<file path="src/rtl/noc_pkg.sv">
// Shared NoC definitions: flit-type codes, injector FSM states, node-ID width helper.
package noc_pkg;

  localparam logic [1:0] FLIT_HEAD = 2'b01;
  localparam logic [1:0] FLIT_BODY = 2'b10;
  localparam logic [1:0] FLIT_TAIL = 2'b11;

  typedef enum logic {
    ST_IDLE    = 1'b0,
    ST_PAYLOAD = 1'b1
  } inj_state_t;

  // A single-node network still needs a 1-bit ID field.
  function automatic int id_width(input int n);
    return (n <= 1) ? 1 : $clog2(n);
  endfunction

endpackage

</file>
<file path="src/rtl/flit_out_reg.sv">
// Valid/ready output register: one cycle from load to valid; holds while valid && !ready.
// can_load is high when the slot is empty or draining this cycle, so loads never stall a full link.
module flit_out_reg #(
  parameter int W = 8
) (
  input  logic         clk,
  input  logic         rst,
  input  logic         load,
  input  logic [W-1:0] load_data,
  output logic         can_load,
  output logic         valid,
  output logic [W-1:0] data,
  input  logic         ready
);

  assign can_load = !valid || ready;

  always_ff @(posedge clk) begin
    if (rst) begin
      valid <= 1'b0;
      data  <= '0;
    end else if (load) begin
      valid <= 1'b1;
      data  <= load_data;
    end else if (ready) begin
      valid <= 1'b0;
    end
  end

endmodule

</file>
<file path="src/rtl/packet_injector.sv">
// Local injection port: turns a request plus payload words into HEAD/BODY.../TAIL flits, 1-cycle latency.
// Source readys follow the output slot, so router backpressure stalls both request and word inputs.
module packet_injector
  import noc_pkg::*;
#(
  parameter  int N             = 4,
  parameter  int INDEX         = 1,
  parameter  int DATA_WIDTH    = 8,
  parameter  int TYPE_WIDTH    = 2,
  parameter  int FlitPerPacket = 6,
  localparam int IDW           = id_width(N),
  localparam int PW            = DATA_WIDTH - TYPE_WIDTH
) (
  input  logic                  clk,
  input  logic                  rst,
  input  logic                  pkt_valid,
  output logic                  pkt_ready,
  input  logic [IDW-1:0]        pkt_dest,
  input  logic                  word_valid,
  output logic                  word_ready,
  input  logic [PW-1:0]         word_data,
  output logic [DATA_WIDTH-1:0] data_out,
  output logic                  valid_out,
  input  logic                  ready_out,
  output logic                  busy
);

  localparam int CW = (FlitPerPacket <= 2) ? 1 : $clog2(FlitPerPacket);
  localparam logic [IDW-1:0] SRC_ID    = IDW'(INDEX);
  localparam logic [CW-1:0]  LAST_BODY = CW'(FlitPerPacket - 2);

  inj_state_t            state;
  logic [CW-1:0]         cnt;
  logic                  can_load;
  logic                  pkt_fire;
  logic                  word_fire;
  logic                  is_tail;
  logic [PW-1:0]         head_pl;
  logic [TYPE_WIDTH-1:0] word_type;
  logic [DATA_WIDTH-1:0] flit_in;

  assign pkt_ready  = (state == ST_IDLE) && can_load;
  assign word_ready = (state == ST_PAYLOAD) && can_load;
  assign pkt_fire   = pkt_valid && pkt_ready;
  assign word_fire  = word_valid && word_ready;

  // cnt counts payload words already sent; the word at cnt == FlitPerPacket-2 closes the packet.
  assign is_tail   = (cnt >= LAST_BODY);
  assign word_type = is_tail ? TYPE_WIDTH'(FLIT_TAIL) : TYPE_WIDTH'(FLIT_BODY);
  assign head_pl   = PW'({pkt_dest, SRC_ID}) << (PW - 2 * IDW);
  assign flit_in   = pkt_fire ? {TYPE_WIDTH'(FLIT_HEAD), head_pl} : {word_type, word_data};

  always_ff @(posedge clk) begin
    if (rst) begin
      state <= ST_IDLE;
      cnt   <= '0;
      busy  <= 1'b0;
    end else begin
      case (state)
        ST_IDLE: begin
          if (pkt_fire) begin
            state <= ST_PAYLOAD;
            cnt   <= '0;
            busy  <= 1'b1;
          end
        end
        ST_PAYLOAD: begin
          if (word_fire) begin
            cnt <= cnt + 1'b1;
            if (is_tail) begin
              state <= ST_IDLE;
              busy  <= 1'b0;
            end
          end
        end
        default: state <= ST_IDLE;
      endcase
    end
  end

  flit_out_reg #(
    .W(DATA_WIDTH)
  ) u_out (
    .clk      (clk),
    .rst      (rst),
    .load     (pkt_fire || word_fire),
    .load_data(flit_in),
    .can_load (can_load),
    .valid    (valid_out),
    .data     (data_out),
    .ready    (ready_out)
  );

endmodule

</file>
<file path="config.mk">
export PLATFORM = sky130hd
export DESIGN_NAME = packet_injector
export DESIGN_NICKNAME = d
export VERILOG_FILES = /design/src/rtl/noc_pkg.sv /design/src/rtl/flit_out_reg.sv /design/src/rtl/packet_injector.sv
export SDC_FILE = /design/constraint.sdc
export NUM_CORES = 1
export LEC_CHECK = 0
export CAP_MARGIN = 20
export CORE_UTILIZATION = 40
export CTS_BUF_LIST = sky130_fd_sc_hd__clkbuf_4
export DETAILED_ROUTE_END_ITERATION = 6
export GPL_TIMING_DRIVEN = 0
export PLACE_DENSITY = 0.83
export SETUP_SLACK_MARGIN = 0.1
export SLEW_MARGIN = 20
export SYNTH_ARGS = -nofsm -noshare
export SYNTH_HDL_FRONTEND = slang
export SYNTH_SLANG_ARGS = --single-unit
</file>
<file path="constraint.sdc">
create_clock -name clk -period 1.1 [get_ports clk]
set_input_delay 0.11 -clock clk [delete_from_list [all_inputs] [get_ports clk]]
set_output_delay 0.11 -clock clk [all_outputs]
set_load 0.02 [all_outputs]
</file>
# After elaboration in Yosys (flattened, before gate mapping)
# Cells that the tools add are included.
[totals]
ff_bits = 14
inputBits = 13
out_inout_bits = 12
wordCells = 36
[classes]
n_addsub = 1
n_lt_le_gt_ge = 1
n_eq_ne = 3
n_mux = 15
n_bitwise = 1
n_reduce_logical = 10
[ops]
columns = ["cell", "count"]
rows = [
  ["$mux W1", 9],
  ["$mux W8", 1],
  ["$mux W3", 2],
  ["$pmux W3 S2", 1],
  ["$logic_and A1 B1 Y1", 4],
  ["$ne A2 B1 Y1 const B", 2],
  ["$pmux W1 S2", 2],
  ["$add A3 B1 Y3 const B", 1],
  ["$ge A3 B3 Y1 const B", 1],
  ["$reduce_and A3 Y1", 1],
  ["$logic_or A1 B1 Y1", 2],
  ["$ne A2 B2 Y1 const B", 1],
  ["$reduce_and A2 Y1", 1],
  ["$reduce_bool A2 Y1", 1],
  ["$logic_not A1 Y1", 1],
  ["$not A1 Y1", 1],
]

# Depth between registers and ports, before layout
[logic_depth]
ltp_word = 6
depth_mapped = 5
ltp_nobuf = 4

# By module
# Synthesis repeated with hierarchy kept, for this count alone.
[hier_totals]
cells_unflattened = 63
hier_area_um2 = 641.9
[modules_own_cells]
columns = ["mod", "n_inst", "cells_per_inst", "area_each_um2", "seq_area_each_um2"]
rows = [
  ["flit_out_reg", 1, 30, 321.6, 180.2],
  ["packet_injector", 1, 33, 320.3, 100.1],
]

# Least setup slack after synthesis
# No wires, ideal clock.
[synth_path]
path_type = "flip-flop to flip-flop"
startpoint = "reg u_out.valid"
endpoint = "reg cnt[0]"
setup_time_ps = 87
arrival_time_ps = 1180
required_time_ps = 1013
setup_slack_ps = -167
stages_incl_launch_ff = 5
n_path_buf = 1
synth_period_minus_slack_ps = 1267
path_cell_list = "dfxtp_1 nor2b_1 buf_2 or4_1 o31ai_1"
[synth_via]
elab_chain_len = 6
word_cells_on_any_way = 9
cone_classes = "eq/ne (2); reduce/logical (7)"
[synth_rtl]
columns = ["item", "line_no", "text"]
rows = [
  ["from (decl)", "flit_out_reg.sv:11", "output logic valid,"],
  ["from (signal assigned)", "flit_out_reg.sv:20", "valid <= 1'b0;"],
  ["from (signal assigned)", "flit_out_reg.sv:23", "valid <= 1'b1;"],
  ["from (signal assigned)", "flit_out_reg.sv:26", "valid <= 1'b0;"],
  ["$logic_not A1 Y1 *", "flit_out_reg.sv:16", "assign can_load = !valid || ready;"],
  ["$logic_or A1 B1 Y1 *", "flit_out_reg.sv:16", ""],
  ["$logic_and A1 B1 Y1, on equally long branches", "packet_injector.sv:42, packet_injector.sv:43", ""],
  ["$logic_and A1 B1 Y1, on equally long branches", "packet_injector.sv:44, packet_injector.sv:45", ""],
  ["$ne A2 B2 Y1 (no line) or $ne A2 B1 Y1 (tied branches)", "--", ""],
  ["$reduce_and A2 Y1 (no line) *", "--", ""],
  ["to (signal assigned)", "packet_injector.sv:69", "cnt <= cnt + 1'b1;"],
  ["to (decl)", "packet_injector.sv:33", "logic [CW-1:0] cnt;"],
]
# Every way passes the cells marked *; elsewhere a longest branch is shown, timed or not.
# A chain may end at the register's enable or synchronous reset.

# Worst setup path in the final report
# Ends and elaborated chain as after synthesis.

==> results.toml <==
[detailed_routing]
vias_per_cell = 5.78
route.detailed.drc = 0
first_pass_iters = 4
drtAntennaViolNets = 0
drt_iter0_drc = 12
vias = 745
drt_wl_total_mm = 2.20
detail_route.wl_per_cell_um = 17.0

[placement]
gp_congestion = 0.819
io_buffers = 23
dpl.hpwl_mm = 1.20

[setup_path]
slowest_delay_ns = 0.47
path_cells = "nor2b_4 > buf_6 > or4_4 > o31ai_2"
worst-setup-path-type = "flop to flop"
crit_path_start_kind = "flop"
required_ns = 1.30
cp_data_arrival_time_ns = 1.46
slowest_stage = "or4_4"
worstPathMaxFanout = 4
reg2regPathDepth = 4
end_kind = "flop"

[logic_synthesis]
synthCells = 77
yosysUniqueCellTypes = 26
synth_top_area_share_pct = 42.3
synth_edf_count = 0
synth_flop_cell = "dfxtp_1"
yosys.area_share.simple_pct = 22.8
yosysWarningCount = 0
ys_ff_latch = 14
synth_commonest_cells = "14 x dfxtp_1, 8 x a21oi_1, 6 x inv_1"
synthAdderAreaFrac_pct = 3.77
synth_largest_area_cell = "dfxtp_1"
syn_area_per_cell_sq_um = 8.61
async_reset_ff_share_pct = 0
yosysSeqAreaShare_pct = 42.3
synth_compound_area_share_pct = 22.1
synth_mux_area_share_pct = 1.51
synth_top_family_by_area = "simple AND/OR/NAND/NOR gates"
syn_area_sq_um = 663
synth_xor_xnor_area_share_pct = 0
synth_area_leaders = "dfxtp_1 42%, a21oi_1 6.0%, nand4b_1 5.3%"
synth_most_common_cell = "dfxtp_1"
syn_nets = 92

[sta]
setup_viol = 10
slew_headroom_pct = 62.9
worst_slack_ns = -0.164
max_freq_mhz = 791
worst_slew_pin_slew_ns = 0.556
fin_skew_ns = 0.0130
rsz0062_at_grt = "yes"
hold_ws_ns = 0.275
final-max-slew-violation-count = 0
finalCritPeriodShare_pct = 115
hold_viol = 0
finalCriticalPeriod_ns = 1.26

[cts]
clock-sinks = 14
numCtsBuffers = 3
cts_max_level = 1
cts-root-buf = "clkbuf_4"
cts_tree = "built"
clkTransAtPathRegs_ns = 0.09
cts_hold_buffers = 0
clk_latency_ns = 0.30
cts.path.max_buffers = 2

[layout]
final-seq-area_sq_um = 290
multi_input_area_sq_um = 494
syn_to_final_growth_pct = 77.5
n_fill_cell = 106
antennaDiodeCount = 0
drive_gt1_share_pct = 55.8
nNetsFinal = 129

[die]
dieArea_sq_um = 1820
ioPinCount = 25
core_area_sq_um = 1520
die_w_um = 42.7
fp-row-count = 14
die_y_um = 42.7
start_util_pct = 43.5

[power]
finalPower_mw = 1.28
p_int_mw = 0.868
powerDensity_nw_per_um2 = 1080
seqPwrFrac_pct = 44.3
pwr-share-comb_pct = 31.1
p_sw_share_pct = 32.0
power.leakage_nw = 0.466
peakVddDrop_mv = 0.962
p_switching_mw = 0.409
clockPowerShare_pct = 24.6

[worst_hold_path]
hp-class = "input port to flop"
hold_depth = 2

[flow_run]
cap_violations = 0

[grt]
grt.overflow.total = 0
grtUsageTotal_pct = 25.8
grt_max_degree = 11
grt_first_pass_wirelength_mm = 3.35
first_global_vias = 721
antenna_found_initial = 0

[run_status]
violations = "negative setup slack"
status = "finished with violations"
==> final cells by class <==
type                    instances  share of cell area [%]
repair buffers                 33                    24.0
inverters                       6                    1.91
flip-flops and latches         14                    24.7
multi-input cells              51                    42.0
clock inverters                 1                   0.319
well taps                      16                    1.70
plain buffers                   5                    3.51
clock buffers                   3                    1.91
==> flip-flops by register name (all words and copies together), names as in the netlist <==
register	flops
u_out.valid	1
busy	1
u_out.data	8
state	1
cnt	3
==> metrics by stage <==
step	TNS (ns)	std cells	setup WS, ns	area [sq um]	util (%)
2_1_floorplan	-0.155	77	-0.0966	693	-
3_3_place_gp	-5.36	116	-0.812	943	61.9
3_5_place_dp	-5.74	116	-0.820	943	61.9
4_1_cts	-0.583	126	-0.194	1100	72.5
5_1_grt	-1.25	129	-0.188	1180	77.3
6_report	-0.797	129	-0.164	1180	77.3
==> worst paths after layout <==
check | start | to | slack, ns
setup / recovery | u_out.valid$_SDFFE_PP0P_ | cnt[0]$_SDFFE_PP0P_ | -0.16
hold / removal | rst | u_out.data[4]$_SDFFE_PP0P_ | 0.28
setup reg to reg | u_out.valid$_SDFFE_PP0P_ | cnt[0]$_SDFFE_PP0P_ | -0.16
hold reg to reg | u_out.data[1]$_SDFFE_PP0P_ | u_out.data[1]$_SDFFE_PP0P_ | 0.47
==> cells by family after synthesis <==
group	count (synthesis)
muxes	1
and+or+nand+nor	24
adders and majority gates	2
DFF	14
AOI/OAI and AO/OA	24
buffers and inverters	12
==> critical path: cells and delay by family (launching register included) <==
family | cells | cell delay, ns
simple gates | 2 | 0.60
flops | 1 | 0.37
buf+inv | 1 | 0.13
compound gates | 1 | 0.07
==> cells in the final DEF, fill, tap and decap left out, drive strengths merged, types with 3 or more instances in the layout <==
cell	Yosys	routed
buf	5	26
inv	6	6
nand2	3	3
nand2b	4	4
clkdlybuf4s50	0	10
o21ai	6	6
nand3	4	4
a21oi	8	8
nand4b	4	4
dfxtp	14	14
clkbuf	1	4
==> routing by layer <==
metal / vias to the layer above / global-route usage [%] / wire length, um
met1: 358 / 26.6 / 869
met2: 24 / 44.5 / 1150
li1: 353 / - / -
met3: 10 / 8.51 / 97
met4: 0 / 15.6 / 85
met5: - / 0 / 0
==> repair_timing <==
action,4_1_cts,5_1_grt
pin swaps,9,11
endpoints found under the setup margin,26,20
setup buffers,6,4
gates resized for setup,81,25
cloned,0,0
==> power by group through the flow <==
stage	logic [mW]	registers (mW)	clock network (mW)
final	0.397	0.566	0.314
after global routing	0.418	0.569	0.344
after global placement	0.283	0.570	0
after detailed placement	0.289	0.571	0
after floorplan	0.123	0.601	0
after CTS	0.357	0.559	0.318
No activity file was read; power rests on OpenSTA's default activity.
